<file path="config.mk">
export PLATFORM = sky130hd
export DESIGN_NAME = shot_ball_ctrl
export DESIGN_NICKNAME = d
export VERILOG_FILES = /design/src/rtl/shot_pkg.sv /design/src/rtl/ball_step.sv /design/src/rtl/shot_ball_ctrl.sv
export SDC_FILE = /design/constraint.sdc
export NUM_CORES = 1
export LEC_CHECK = 0
export ABC_AREA = 1
export BUFFER_PORTS_ARGS = -buffer_cell sky130_fd_sc_hd__buf_2
export CAP_MARGIN = 20
export CORE_ASPECT_RATIO = 0.75
export CORE_MARGIN = 2
export CORE_UTILIZATION = 40
export CTS_CLUSTER_DIAMETER = 30
export CTS_CLUSTER_SIZE = 40
export DETAILED_ROUTE_END_ITERATION = 8
export PLACE_DENSITY = 0.56
export SLEW_MARGIN = 20
export SYNTH_ARGS = -nofsm -noshare
export SYNTH_HDL_FRONTEND = slang
export SYNTH_SLANG_ARGS = --single-unit
</file>
<file path="constraint.sdc">
create_clock -name clk -period 2.95 [get_ports clk]
set_input_delay 0 -clock clk [delete_from_list [all_inputs] [get_ports clk]]
set_output_delay 0 -clock clk [all_outputs]
set_load 0.005 [all_outputs]
</file>
<file path="src/rtl/shot_pkg.sv">
// Shared definitions for the shot motion controller: FSM state encoding,
// register widths and screen geometry.
package shot_pkg;

    typedef enum logic [1:0] {
        S_IDLE   = 2'd0,
        S_ARMED  = 2'd1,
        S_FLIGHT = 2'd2,
        S_RESULT = 2'd3
    } state_t;

    localparam int X_W    = 10;  // x position, unsigned
    localparam int Y_W    = 11;  // y position, signed
    localparam int VX_W   = 4;   // horizontal speed, unsigned
    localparam int VY_W   = 8;   // vertical speed, signed, positive = up
    localparam int VYIN_W = 5;   // launch speed input width
    localparam int CNT_W  = 8;   // frame counter (flight budget / result hold)

    localparam int SCREEN_W = 640;
    localparam int SCREEN_H = 480;

endpackage

</file>
<file path="src/rtl/ball_step.sv">
// Combinational one-frame ballistic step.
// Inputs : current x, y, vy, vx and frame counter.
// Outputs: next x/y/vy/counter plus hit (made shot) and miss flags.
// Miss is suppressed whenever hit is set on the same update.
module ball_step
    import shot_pkg::*;
#(
    parameter int FLOOR_Y    = 460,
    parameter int X_MAX      = SCREEN_W - 1,
    parameter int HOOP_X_MIN = 40,
    parameter int HOOP_X_MAX = 60,
    parameter int HOOP_Y     = 250,
    parameter int GRAVITY    = 1,
    parameter int FLIGHT_MAX = 255
) (
    input  logic        [X_W-1:0]   x,
    input  logic signed [Y_W-1:0]   y,
    input  logic signed [VY_W-1:0]  vy,
    input  logic        [VX_W-1:0]  vx,
    input  logic        [CNT_W-1:0] cnt,
    output logic        [X_W-1:0]   x_nxt,
    output logic signed [Y_W-1:0]   y_nxt,
    output logic signed [VY_W-1:0]  vy_nxt,
    output logic        [CNT_W-1:0] cnt_nxt,
    output logic                    hit,
    output logic                    miss
);

    logic        [X_W:0]  x_sum;
    logic                 x_over;
    logic signed [Y_W:0]  y_diff;
    logic        [Y_W-1:0] y_pos;   // y - vy clamped at 0, before floor clamp
    logic                 floor_hit;
    logic signed [VY_W:0] vy_diff;
    logic                 in_window;

    always_comb begin
        x_sum  = {1'b0, x} + (X_W+1)'(vx);
        x_over = x_sum > (X_W+1)'(X_MAX);
        x_nxt  = x_over ? X_W'(X_MAX) : x_sum[X_W-1:0];

        // Subtract at one extra bit so the sign of the result is exact.
        y_diff    = $signed({y[Y_W-1], y}) - $signed({{(Y_W+1-VY_W){vy[VY_W-1]}}, vy});
        y_pos     = y_diff[Y_W] ? '0 : y_diff[Y_W-1:0];
        floor_hit = y_pos >= Y_W'(FLOOR_Y);
        y_nxt     = floor_hit ? $signed(Y_W'(FLOOR_Y)) : $signed(y_pos);

        // Overflow out of 8 bits can only be downward: pin at -128.
        vy_diff = $signed({vy[VY_W-1], vy}) - $signed((VY_W+1)'(GRAVITY));
        vy_nxt  = (vy_diff[VY_W] != vy_diff[VY_W-1]) ? $signed({1'b1, {(VY_W-1){1'b0}}})
                                                       : vy_diff[VY_W-1:0];

        cnt_nxt = cnt + 1'b1;

        // Made shot: descending, crossing the rim line downward inside the rim.
        in_window = (x_nxt >= X_W'(HOOP_X_MIN)) && (x_nxt <= X_W'(HOOP_X_MAX));
        hit  = vy[VY_W-1] && (y < $signed(Y_W'(HOOP_Y))) &&
               (y_pos >= Y_W'(HOOP_Y)) && in_window;
        miss = !hit && (floor_hit || x_over || (cnt_nxt == CNT_W'(FLIGHT_MAX)));
    end

endmodule

</file>
<file path="src/rtl/shot_ball_ctrl.sv">
// Per-frame shot motion controller: IDLE -> ARMED -> FLIGHT -> RESULT -> IDLE.
// All coordinate updates happen on the clock edge after a sampled frame_tick.
// Ports: clk, reset_n (async low), frame_tick, shoot, vx_in, vy_in ->
//        ball_x, ball_y, busy, score/miss (1-cycle pulses), score_count.
module shot_ball_ctrl
    import shot_pkg::*;
#(
    parameter int X0          = 10,
    parameter int Y0          = 300,
    parameter int GRAVITY     = 1,
    parameter int FLOOR_Y     = 460,
    parameter int X_MAX       = SCREEN_W - 1,
    parameter int HOOP_X_MIN  = 40,
    parameter int HOOP_X_MAX  = 60,
    parameter int HOOP_Y      = 250,
    parameter int FLIGHT_MAX  = 255,
    parameter int RESULT_HOLD = 60
) (
    input  logic              clk,
    input  logic              reset_n,
    input  logic              frame_tick,
    input  logic              shoot,
    input  logic [VX_W-1:0]   vx_in,
    input  logic [VYIN_W-1:0] vy_in,
    output logic [9:0]        ball_x,
    output logic [9:0]        ball_y,
    output logic              busy,
    output logic              score,
    output logic              miss,
    output logic [7:0]        score_count
);

    state_t                 state, state_n;
    logic        [X_W-1:0]  x, x_n;
    logic signed [Y_W-1:0]  y, y_n;
    logic signed [VY_W-1:0] vy, vy_n;
    logic        [VX_W-1:0] vx, vx_n;
    logic        [CNT_W-1:0] cnt, cnt_n;
    logic                   score_n, miss_n;
    logic        [7:0]      score_count_n;

    logic        [X_W-1:0]  st_x;
    logic signed [Y_W-1:0]  st_y;
    logic signed [VY_W-1:0] st_vy;
    logic        [CNT_W-1:0] st_cnt;
    logic                   st_hit, st_miss;

    ball_step #(
        .FLOOR_Y    (FLOOR_Y),
        .X_MAX      (X_MAX),
        .HOOP_X_MIN (HOOP_X_MIN),
        .HOOP_X_MAX (HOOP_X_MAX),
        .HOOP_Y     (HOOP_Y),
        .GRAVITY    (GRAVITY),
        .FLIGHT_MAX (FLIGHT_MAX)
    ) u_step (
        .x       (x),
        .y       (y),
        .vy      (vy),
        .vx      (vx),
        .cnt     (cnt),
        .x_nxt   (st_x),
        .y_nxt   (st_y),
        .vy_nxt  (st_vy),
        .cnt_nxt (st_cnt),
        .hit     (st_hit),
        .miss    (st_miss)
    );

    always_ff @(posedge clk or negedge reset_n) begin
        if (!reset_n) begin
            state       <= S_IDLE;
            x           <= X_W'(X0);
            y           <= $signed(Y_W'(Y0));
            vy          <= '0;
            vx          <= '0;
            cnt         <= '0;
            score       <= 1'b0;
            miss        <= 1'b0;
            score_count <= '0;
        end else begin
            state       <= state_n;
            x           <= x_n;
            y           <= y_n;
            vy          <= vy_n;
            vx          <= vx_n;
            cnt         <= cnt_n;
            score       <= score_n;
            miss        <= miss_n;
            score_count <= score_count_n;
        end
    end

    always_comb begin
        state_n       = state;
        x_n           = x;
        y_n           = y;
        vy_n          = vy;
        vx_n          = vx;
        cnt_n         = cnt;
        score_n       = 1'b0;
        miss_n        = 1'b0;
        score_count_n = score_count;

        unique case (state)
            // frame_tick is deliberately not looked at here, so a tick in the
            // same cycle as shoot is left for ARMED to wait past.
            S_IDLE: begin
                if (shoot) begin
                    vx_n    = vx_in;
                    vy_n    = $signed({{(VY_W-VYIN_W){1'b0}}, vy_in});
                    state_n = S_ARMED;
                end
            end
            S_ARMED: begin
                if (frame_tick) begin
                    cnt_n   = '0;
                    state_n = S_FLIGHT;
                end
            end
            S_FLIGHT: begin
                if (frame_tick) begin
                    x_n   = st_x;
                    y_n   = st_y;
                    vy_n  = st_vy;
                    cnt_n = st_cnt;
                    if (st_hit) begin
                        score_n       = 1'b1;
                        score_count_n = score_count + 1'b1;
                    end
                    miss_n = st_miss;
                    if (st_hit || st_miss) begin
                        cnt_n   = '0;   // reused as the result hold counter
                        state_n = S_RESULT;
                    end
                end
            end
            S_RESULT: begin
                if (frame_tick) begin
                    if (cnt == CNT_W'(RESULT_HOLD - 1)) begin
                        x_n     = X_W'(X0);
                        y_n     = $signed(Y_W'(Y0));
                        state_n = S_IDLE;
                    end else begin
                        cnt_n = cnt + 1'b1;
                    end
                end
            end
            default: state_n = S_IDLE;
        endcase
    end

    assign ball_x = x;
    assign ball_y = y[9:0];
    assign busy   = (state != S_IDLE);

endmodule

</file>
# Word-level counts from Yosys, hierarchy flattened
# Cells that the tools add are included.
# W data, S select, Z words.
# word_totals
register_bits	53
output_inout_bits	31
latch_bits	0
rom_bits	0
memories	0
mem_bits_rw	0
# classes
mul	0
mux	33
eq_ne	13
shift	0
n_lt_le_gt_ge	6
div	0
n_reduce_logical	20
n_addsub	5
n_bitwise	0
# ops
operator	n
$mux W8	8
$mux W11	5
$mux W10	4
$pmux W8 S3	1
$pmux W11 S2	1
$pmux W10 S2	1
$add A8 B1 Y8 const B	2
$pmux W8 S2	1
$ne A2 B2 Y1 const B	7
$mux W2	6
$sub A11 B8 Y12	1
$add A10 B4 Y11	1
$ge A11 B8 Y1 const B	1
$ge A11 B9 Y1 const B	1
$gt A11 B10 Y1 const B	1
$lt A11 B9 Y1 const B	1
$ge A10 B6 Y1 const B	1
$le A10 B6 Y1 const B	1
$sub A8 B2 Y9 const B	1
$eq A8 B6 Y1 const B	1
$eq A8 B8 Y1 const B	1
$pmux W2 S4	1
$reduce_and A3 Y1	2
$reduce_and A6 Y1	1
other kinds (13)	26

# Longest topological paths before layout
# logic_depth
word_depth	12
depth_mapped	20

# By module
# From an unflattened synthesis, not the netlist that was laid out.
# hier_totals
hier_cells	653
hier_area_um2	4563.1
# by_module_without_submodules
mod	seq_area_each_um2	area_each_um2	cells_per_inst	n_inst
shot_ball_ctrl	1333.8	2775.2	318	1
ball_step	0.0	1788.0	335	1

# Worst setup path before layout
# Ideal clock, no wire load.
# synth_timing
path_type	register to register
startpoint	reg x[0] (netlist: ball_x[0])
endpoint	reg score_count[2]
path_slack_ns	0.549
synth_period_minus_slack_ns	2.401
required_time_ns	2.833
setup_time_ns	0.117
stages_incl_launch_ff	19
arrival_ns	2.284
cell_sequence	dfrtp_1 > ha_1 > fa_1 > nand3_1 > nand2_2 > nand2_1 > nand2_1 > nand2_2 > nor2_2 > nand2_1 > nand2_2 > nand2_2 > nor2_2 > nor2_2 > nand3_4 > nor2_4 > nand2_1 > nand2_1 > nand2_1
# synth_via
elab_chain_len	7
word_cells_on_any_way	8
cone_classes	add/sub: 1; order compare: 3; mux: 1; reduce/logical: 3
# synth_lines
element	line	text
start: declaration	shot_ball_ctrl.sv:34	logic [X_W-1:0] x, x_n;
start signal: assignment	shot_ball_ctrl.sv:73	x <= X_W'(X0);
start signal: assignment	shot_ball_ctrl.sv:83	x <= x_n;
$add A10 B4 Y11 *	ball_step.sv:38	x_sum = {1'b0, x} + (X_W+1)'(vx);
$gt A11 B10 Y1	ball_step.sv:39	x_over = x_sum > (X_W+1)'(X_MAX);
$mux W10 *	ball_step.sv:40	x_nxt = x_over ? X_W'(X_MAX) : x_sum[X_W-1:0];
$ge A10 B6 Y1 or $le A10 B6 Y1 (tied branches)	ball_step.sv:56	in_window = (x_nxt >= X_W'(HOOP_X_MIN)) && (x_nxt <= X_W'(HOOP_X_MAX));
$logic_and A1 B1 Y1 *	ball_step.sv:56	
$logic_and A1 B1 Y1 *	ball_step.sv:58	(y_pos >= Y_W'(HOOP_Y)) && in_window;
$reduce_and A3 Y1 (no line) *	--	
end signal: assignment	shot_ball_ctrl.sv:90	score_count <= score_count_n;
end: declaration	shot_ball_ctrl.sv:30	output logic [7:0] score_count
# Mark *: on every way between the ends. The rest lies on a longest branch, timed or not.
# A chain may end at the register's enable or synchronous reset.

# Worst setup path after layout
# layout_timing
startpoint	reg vy[2]
endpoint	reg score_count[6]
# layout_via
elab_chain_len	6
# layout_lines
element	line	text
start: declaration	shot_ball_ctrl.sv:36	logic signed [VY_W-1:0] vy, vy_n;
start signal: assignment	shot_ball_ctrl.sv:85	vy <= vy_n;
$sub A11 B8 Y12	ball_step.sv:43	y_diff = $signed({y[Y_W-1], y}) - $signed({{(Y_W+1-VY_W){vy[VY_W-1]}}, vy});
$mux W11	ball_step.sv:44	y_pos = y_diff[Y_W] ? '0 : y_diff[Y_W-1:0];
$ge A11 B8 Y1	ball_step.sv:58	
$logic_and A1 B1 Y1	ball_step.sv:57	hit = vy[VY_W-1] && (y < $signed(Y_W'(HOOP_Y))) &&
$logic_and A1 B1 Y1	ball_step.sv:58	
$reduce_and A3 Y1 (no line)	--	
# No other way between the ends.

==> tab_implementation.tex <==
\begin{tabular}{lr}
\hline
Metric & Value \\
\hline
\multicolumn{2}{l}{\textbf{Clock tree}} \\
H-tree levels & 2 \\
CTS max path bufs & 2 \\
Post-CTS Setup Bufs & 0 \\
Num Clock Sinks & 53 \\
Clock root buffer & clkbuf\_16 \\
Worst skew pair latency & around 290 ps \\
CTS tree & done \\
Clock-pin transition on the worst setup and hold timing paths & approximately 70 ps \\
Number of CTS-inserted buffers & 5 \\
\multicolumn{2}{l}{\textbf{STA}} \\
Total count of max-transition violations in the final report & 0 \\
Worst max-slew margin expressed relative to the limit & 0.582 \\
Maximum clock rate & $\sim$370 MHz \\
Setup repair after global routing missed its margin & false \\
Final Hold Vio Count & 0 \\
Min Clock Period, post-route & about 2700 ps \\
Share of the cycle needed by the critical path after routing & 0.904 \\
Slew at the pin closest to its max-slew limit & roughly 630 ps \\
Final setup fails & 0 \\
Aggregate negative setup slack & 0 ps \\
Worst Skew & between 4 and 5 ps \\
\multicolumn{2}{l}{\textbf{Finish}} \\
Diodes inserted & 0 \\
Layout filler cell count & 970 \\
Layout Area Growth over Synthesis & 14.0\% \\
Core Util, Final & 0.471 \\
Nets & 648 \\
Leading cell type in the layout, fill and taps excluded & nand2\_1 \\
Share of cells above drive strength 1 & 0.156 \\
Commonest non-fill, non-tap cells in the layout & 184 x nand2\_1, 73 x inv\_1, 50 x nor2\_1 \\
\multicolumn{2}{l}{\textbf{Routing}} \\
Final wirelength & around 9300 um \\
DRC violations left & 0 \\
Number of vias after detailed routing & approximately 3,600 \\
Count of antenna-violating nets left after detailed routing & 0 \\
TritonRoute pass-1 iters & 4 \\
Routed wirelength normalized by instance count & roughly 13 um \\
First DRT Iteration DRCs & between 200 and 250 \\
Via density per instance & 4.80 \\
\multicolumn{2}{l}{\textbf{Min path}} \\
HP Class & in2reg \\
\multicolumn{2}{l}{\textbf{GRT}} \\
Tot GR Track Use & 0.181 \\
Top Usage Layer GRT & met1 \\
Global-route met3 utilization & 0.0316 \\
Largest net degree at the start of global routing & 36 \\
Met1 demand-to-capacity share in global routing & 0.272 \\
GR Layer Usage met2 & 0.272 \\
Number of global-route vias before repair & approximately 3,300 \\
Global-route wire length before repair & about 16,000 um \\
Gr ovfl total & 0 \\
Initial antenna violation count & 0 \\
\multicolumn{2}{l}{\textbf{Floorplanning}} \\
Starting density of the core & 0.413 \\
Die boundary height & about 90 um \\
Total die area & about 11,000 um2 \\
Die width & around 120 um \\
IO Pins & 44 \\
Total core area & 9660 um2 \\
Standard-cell row count & 31 \\
\multicolumn{2}{l}{\textbf{Setup path}} \\
Critical Path Source Type & register \\
Cells along the critical path & inv\_1 -> ha\_1 -> nand2\_1 -> nand2\_1 -> inv\_1 -> nand2\_1 -> nand3\_2 -> nand3\_1 -> nand2\_1 -> nand2\_1 -> nand3\_1 -> nand3\_1 -> nand3\_4 -> inv\_2 -> nand3\_2 -> nand2\_1 -> nand2\_1 \\
Data arrival time of the worst path & around 2900 ps \\
Largest stage delay on the critical path & $\sim$440 ps \\
Worst path slowest cell & dfrtp\_1 \\
Required time of the critical path & about 3100 ps \\
Setup crit end kind & register \\
Cell repeated most along the worst path & nand2\_1 \\
Maximum fanout count along the critical path & 7 \\
Kind of critical path & reg2reg \\
Crit-path leading delay family & simple AND/OR/NAND/NOR gates \\
Total buffers and inverters traversed by the critical path & 3 \\
\multicolumn{2}{l}{\textbf{Place}} \\
Gpl congestion & 0.857 \\
Number of buffers inserted by port buffering & 43 \\
HPWL after detailed placement & 7270 um \\
\multicolumn{2}{l}{\textbf{Logic synthesis}} \\
Number of nets in the synthesized netlist & about 600 \\
Share of flip-flops with an asynchronous set or reset after synthesis & 1.00 \\
Sequential area share after synthesis & 0.334 \\
Synth Flop Type & dfrtp\_1 \\
Register bit total from synthesis & 53 \\
Mapped Area & around 4000 um2 \\
Syn Area/Cell & $\sim$7.1 um2 \\
Post-synth EDFFs & 0 \\
Number of library cell types mapped by synthesis & 42 \\
Yosys warning count & 0 \\
Synth Instances & 560 \\
\multicolumn{2}{l}{\textbf{Outcome}} \\
Outcome & completed \\
\multicolumn{2}{l}{\textbf{Flow run}} \\
Max-cap violation count & 0 \\
\multicolumn{2}{l}{\textbf{Power}} \\
PwrDens & 1170 nW/um2 \\
Worst vdd ir & roughly 0.56 mV \\
Leak & between 2 and 2.5 nW \\
\hline
\end{tabular}
-- Yosys cell counts (2+ instances only) --
| cell | n | share of area |
|---|---|---|
| nand3_2 | 4 | 0.010 |
| dfstp_2 | 6 | 0.040 |
| o22ai_1 | 6 | 0.0094 |
| nor3_1 | 4 | 0.0050 |
| fa_1 | 2 | 0.010 |
| nand3_1 | 36 | 0.045 |
| ha_1 | 24 | 0.075 |
| nor2_2 | 4 | 0.0063 |
| clkbuf_1 | 3 | 0.0028 |
| xnor2_1 | 8 | 0.018 |
| nand3_4 | 2 | 0.0088 |
| mux2_2 | 4 | 0.011 |
| nand3b_1 | 4 | 0.0075 |
| dfrtp_1 | 47 | 0.29 |
| buf_4 | 11 | 0.021 |
| inv_1 | 74 | 0.070 |
| nand4_1 | 14 | 0.022 |
| xor2_1 | 10 | 0.022 |
| o211ai_1 | 2 | 0.0038 |
| nand2_2 | 6 | 0.0094 |
| nor2_1 | 50 | 0.047 |
| nand2_1 | 184 | 0.17 |
| or2_2 | 2 | 0.0031 |
| a31oi_1 | 8 | 0.013 |
| a21oi_1 | 10 | 0.013 |
| o21ai_0 | 19 | 0.024 |
-- worst register-to-register path, cell delays in order, from the launching register on --
cell     delay [ps]
dfrtp_1         440
inv_1            90
ha_1            420
nand2_1          90
nand2_1          80
inv_1            60
nand2_1         130
nand3_2         110
nand3_1         100
nand2_1          50
nand2_1         150
nand3_1         150
nand3_1         170
nand3_4         140
inv_2           100
nand3_2         140
nand2_1         100
nand2_1          50
-- per-layer routing --
metal / part of all wire / vias to the layer above / routed length, um
met4: 0.0074 / 0 / 69
li1: - / 1878 / -
met2: 0.41 / 59 / 3810
met1: 0.54 / 1617 / 5040
met5: 0 / - / 0
met3: 0.039 / 7 / 366
-- worst paths after layout --
path | start | end | slack, ps | cells after the start
worst min register to register | ball_x[0]$_DFFE_PN0P_ | ball_x[0]$_DFFE_PN0P_ | 530 | 2
min in group asynchronous | reset_n | y[1]$_DFFE_PN0P_ | 200 | 2
worst max register to register | vy[2]$_DFFE_PN0P_ | score_count[6]$_DFFE_PN0P_ | 280 | 17
worst max-delay path | vy[2]$_DFFE_PN0P_ | score_count[6]$_DFFE_PN0P_ | 280 | 17
max in group asynchronous | reset_n | y[3]$_DFFE_PN1P_ | 1890 | 3
worst min-delay path | vy_in[0] | vy[0]$_DFFE_PN0P_ | 40 | 5
-- state kept, by name (all words and copies together) (netlist names) --
| signal | flops |
|---|---|
| score | 1 |
| miss | 1 |
| y | 11 |
| state | 2 |
| vx | 4 |
| score_count | 8 |
| ball_x | 10 |
| vy | 8 |
| cnt | 8 |
-- per-stage QoR --
stage               std cells  power [mW]  area [um2]  setup WS, ps  hold slack [ps]
finish                    742        5.31        4550           282             44.3
global route              742        5.92        4550          11.7             65.0
CTS                       742        5.34        4540           230             43.0
detailed placement        726        4.70        4310           252            -15.1
global placement          726        4.66        4310           269            -5.17
floorplan                 560        3.88        3990           549             -296
-- logic make-up (layout without fill, tap and decap cells) --
| group | count (synthesis) | after routing | share of synthesized area |
|---|---|---|---|
| buffers and inverters | 90 | 140 | 0.0951 |
| AO/OA/AOI/OAI | 52 | 52 | 0.0769 |
| adder cells (fa/ha/maj) | 26 | 26 | 0.0853 |
| XOR/XNOR | 19 | 19 | 0.0436 |
| multiplexers | 4 | 4 | 0.0113 |
| AND/OR/NAND/NOR | 316 | 316 | 0.353 |
| flip-flops | 53 | 53 | 0.334 |
-- timing repair --
action                     CTS  global route
gates resized for setup      0             2
setup endpoints to repair    0             3
hold endpoints to repair    25             0
hold buffers                 8             0
-- where the power goes --
group          internal [mW]  total [mW]  leakage (nW)  switching (mW)
combinational           1.25        3.50          1.63            2.24
sequential             0.975        1.21         0.685           0.235
clock                  0.338       0.603        0.0768           0.264
total                   2.57        5.31          2.39            2.74
-- cell type report --
class | instances | area, um2 | area share
multi-input combinational | 417 | 2280 | 0.501
sequential | 53 | 1330 | 0.293
clock buffer | 6 | 139 | 0.0305
inverter | 76 | 285 | 0.0627
clock inverter | 2 | 13.8 | 0.00303
tap | 132 | 165 | 0.0363
timing repair buffer | 56 | 333 | 0.0732
Note: power is estimated with default switching activity, not from simulation.
